### config.mk
export PLATFORM = sky130hd
export DESIGN_NAME = modn_event_counter
export DESIGN_NICKNAME = d
export VERILOG_FILES = /design/src/rtl/modn_event_counter.sv
export SDC_FILE = /design/constraint.sdc
export NUM_CORES = 1
export LEC_CHECK = 0
export CELL_PAD_IN_SITES_DETAIL_PLACEMENT = 0
export CELL_PAD_IN_SITES_GLOBAL_PLACEMENT = 1
export CORE_UTILIZATION = 36
export CTS_CLUSTER_SIZE = 16
export DETAILED_ROUTE_END_ITERATION = 10
export PLACE_DENSITY = 0.89
export SLEW_MARGIN = 20
export SYNTH_ARGS = -nofsm -noshare
export SYNTH_HDL_FRONTEND = slang
export SYNTH_SLANG_ARGS = --single-unit
### constraint.sdc
create_clock -name clk -period 2.8 [get_ports clk]
set_input_delay 0.28 -clock clk [delete_from_list [all_inputs] [get_ports clk]]
set_output_delay 0.28 -clock clk [all_outputs]
set_load 0.02 [all_outputs]
### src/rtl/modn_event_counter.sv
// Modulo-N event counter with selectable direction, synchronous load,
// Mealy/Moore wrap ticks and a saturating wrap accumulator.
module modn_event_counter #(
    parameter int WIDTH      = 3,
    parameter int MODULUS    = 5,
    parameter int WRAP_WIDTH = 8
) (
    input  logic                  clk,
    input  logic                  reset,
    input  logic                  level,
    input  logic                  up,
    input  logic                  load,
    input  logic [WIDTH-1:0]      load_value,
    output logic [WIDTH-1:0]      count,
    output logic [WIDTH-1:0]      count_next,
    output logic                  mealy_tick,
    output logic                  moore_tick,
    output logic [WRAP_WIDTH-1:0] wrap_count,
    output logic                  wrap_sat
);

    generate
        if ((MODULUS < 2) || (MODULUS > (1 << WIDTH))) begin : g_bad_modulus
            $error("modn_event_counter: MODULUS out of range");
        end
    endgenerate

    // Top of range held in WIDTH bits so MODULUS = 2^WIDTH needs no extra bit
    localparam logic [WIDTH-1:0]      TOP      = WIDTH'(MODULUS - 1);
    localparam logic [WRAP_WIDTH-1:0] WRAP_MAX = '1;

    logic wrap_inc;

    always_comb begin
        count_next = count;
        mealy_tick = 1'b0;
        priority case (1'b1)
            reset: begin
                count_next = '0;
            end
            load: begin
                count_next = (load_value > TOP) ? TOP : load_value;
            end
            level: begin
                if (up) begin
                    if (count == TOP) begin
                        count_next = '0;
                        mealy_tick = 1'b1;
                    end else begin
                        count_next = count + WIDTH'(1);
                    end
                end else begin
                    if (count == '0) begin
                        count_next = TOP;
                        mealy_tick = 1'b1;
                    end else begin
                        count_next = count - WIDTH'(1);
                    end
                end
            end
            default: begin
                count_next = count;
            end
        endcase
    end

    assign wrap_inc = mealy_tick && (wrap_count != WRAP_MAX);

    always_ff @(posedge clk) begin
        if (reset) begin
            count      <= '0;
            moore_tick <= 1'b0;
            wrap_count <= '0;
            wrap_sat   <= 1'b0;
        end else begin
            count      <= count_next;
            moore_tick <= mealy_tick;
            if (wrap_inc) begin
                wrap_count <= wrap_count + WRAP_WIDTH'(1);
            end
            // Sticky flag rises on the edge that lands the accumulator on all-ones
            if (wrap_inc && (wrap_count == WRAP_MAX - WRAP_WIDTH'(1))) begin
                wrap_sat <= 1'b1;
            end
        end
    end

endmodule

==> results.yml <==
place:
  place_hpwl_mm: 1.45
  portBuffers: 24
  dpl.cell_count: 142
  globalplace.congestion: 0.749
logic_synthesis:
  synthArstFlopShare_pct: 0
  netlist_area_um2: 812
  synth-seq-cells: 13
  yosysSeqAreaShare_pct: 32.0
  syn_nets: 104
  synth-warning-count: 0
  synth_edf_count: 0
  ys.flop_type: "dfxtp_1"
  synth_cell_type_count: 34
  synthCells: 91
  avgSynthCellArea_um2: 8.92
min_path:
  hold_end: "wrap_sat"
  hold_path.class: "register to register"
  hp-start: "wrap_sat"
  min_path_cells: 1
sta:
  rsz0062_at_grt: "no"
  hold_viol: 0
  worst_pin_slew_ns: 0.365
  finalMaxSlewViolations: 0
  clock_skew_ns: 0.00367
  final-setup-viol-count: 0
  post-route-period-util_pct: 94.3
  slew_headroom_pct: 75.0
  period_minus_slack_ns: 2.64
  fmax_ghz: 0.379
  setup_tns_ns: 0
routing:
  drc_errors: 0
  wl_met3_um: 54
  drt_pre_antenna_iters: 4
  dr.first_iter.drc_count: 19
  wl_per_cell_um: 12.9
  viasPerCell: 5.40
  vias: 788
  wl_met2_um: 896
  drt-met1-wl_um: 901
  highest_layer: "met4"
  drt_wl_total_mm: 1.89
  drtAntennaViolNets: 0
clock_network:
  cts.sink_count: 13
  cts_buffers: 3
  postCtsResizedCells: 1
  cts_tree: "built"
  insertion_delay_ns: 0.27
  htreeDepth: 1
  clk_pin_slew_worst_paths_ns: 0.08
  cts-root-buf: "clkbuf_4"
  cts_buffer_depth: 2
  post_cts_buffers: 0
  cts_hold_buffers: 0
global_routing:
  track_usage_pct: 17.0
  grt_overflow: 0
  antenna_found_initial: 0
  grt_max_degree: 12
  grt_pass1_vias: 735
  grt_pass1_wl_mm: 3.21
floorplanning:
  io_pins: 25
  initial_core_util_pct: 39.8
  die_area_um2: 2450
  die_h_um: 49.5
  num_rows: 16
  die_width_um: 49.5
  coreArea_um2: 2040
finish:
  syn_to_final_growth_pct: 36.1
  final_cell_mix: "clkdlybuf4s50_1, dfxtp_1, nand2_1, inv_1, a21oi_1"
  nets: 133
  final_common_cell: "clkdlybuf4s50_1"
  final_cells: 146
  drive_gt1_share_pct: 8.40
  diodes: 0
critical_path:
  rr_startpoint: "count[0]"
  crit_type: "register to output pin"
  cp.required_ns: 2.52
  cp-start-kind: "register"
  endpoint_kind: "output pin"
  reg2reg_to: "wrap_count[7]"
  rr_worst_depth: 6
  worstPathMaxFanout: 5
  critPathArrivalTime_ns: 2.36
  reg2reg_slack_ns: 0.92
run:
  cap_violations: 0
power_and_ir_drop:
  ir_worst_vdd_mv: 0.249
  powerDensity_nw_per_um2: 363
  p_leak_nw: 0.414
outcome:
  status: "completed"
flip-flops by register name (all words and copies together), names as in the netlist:
signal and flops:
moore_tick 1, wrap_sat 1, wrap_count 8, count 3
cells by family (layout without fill, tap and decap cells):
group / count (synthesis) / after routing / share of synthesized area, %
compound gates: 27 / 27 / 23.3
xor+xnor: 2 / 2 / 2.16
fa+ha+maj: 5 / 5 / 7.70
buf+inv: 11 / 39 / 7.24
flops: 13 / 13 / 32.0
mux: 3 / 3 / 3.70
simple gates: 30 / 30 / 23.9
cells in the mapped netlist (2+ instances only):
| library cell | number | area, µm² |
|---|---|---|
| a2111oi_0 | 2 | 17.5 |
| a221oi_1 | 4 | 35.0 |
| nor4b_1 | 2 | 17.5 |
| nand3_1 | 2 | 10.0 |
| nor3_1 | 3 | 15.0 |
| or4_1 | 2 | 15.0 |
| inv_1 | 8 | 30.0 |
| mux2i_1 | 3 | 30.0 |
| nand2_1 | 9 | 33.8 |
| a211oi_1 | 2 | 15.0 |
| dfxtp_1 | 13 | 260 |
| o31ai_1 | 2 | 15.0 |
| a21oi_1 | 6 | 30.0 |
| nor2_1 | 5 | 18.8 |
| o21ai_0 | 5 | 25.0 |
| ha_1 | 5 | 62.6 |
cell type report:
type,instances,area (µm²)
Sequential cell,13,260
Inverter,8,30.0
Fill cell,217,937
Timing Repair Buffer,27,262
Tap cell,27,33.8
Multi-Input combinational cell,67,493
Clock buffer,4,26.3
where the power goes:
part	total [mW]	internal [mW]	leakage [nW]	switching, mW
Sequential	0.196	0.190	0.106	0.00611
Combinational	0.0883	0.0425	0.293	0.0458
Clock	0.117	0.0552	0.0150	0.0620
worst max-delay path, cell delays in order (launching register included):
cell	delay, ns
dfxtp_1	0.41
inv_1	0.09
ha_1	0.29
mux2i_1	0.14
o21ai_0	0.18
a211oi_1	0.13
nor3_1	0.19
clkdlybuf4s50_1	0.64
through the flow:
| stage | hold WS (ns) | setup WS (ns) | total power [mW] | util [%] | area, µm² |
|---|---|---|---|---|---|
| 6_report | 0.487 | 0.160 | 0.401 | 54.1 | 1100 |
| 4_1_cts | 0.484 | 0.153 | 0.404 | 54.1 | 1100 |
| 5_1_grt | 0.505 | 0.00181 | 0.421 | 54.1 | 1100 |
| 3_3_place_gp | 0.453 | 0.185 | 0.287 | 52.9 | 1080 |
| 3_5_place_dp | 0.463 | 0.180 | 0.289 | 52.9 | 1080 |
| 2_1_floorplan | 0.451 | 0.618 | 0.253 | - | 812 |
routing by layer:
layer	vias to the layer above	track usage, %
met2	16	28.1
met4	0	8.57
met1	366	21.0
met5	-	0
li1	402	-
met3	4	3.09
worst max path at each step:
stage                        start            end  slack [ns]  cells past startpoint
final                     count[0]  count_next[1]        0.16                      7
after global routing      count[0]  count_next[1]       0.002                      7
after CTS                 count[0]  count_next[1]        0.15                      7
after detailed placement        up  count_next[0]        0.18                      7
after global placement          up  count_next[2]        0.18                      6
after floorplan           count[0]  count_next[2]        0.62                      6
Note: power is estimated with default switching activity, not from simulation.
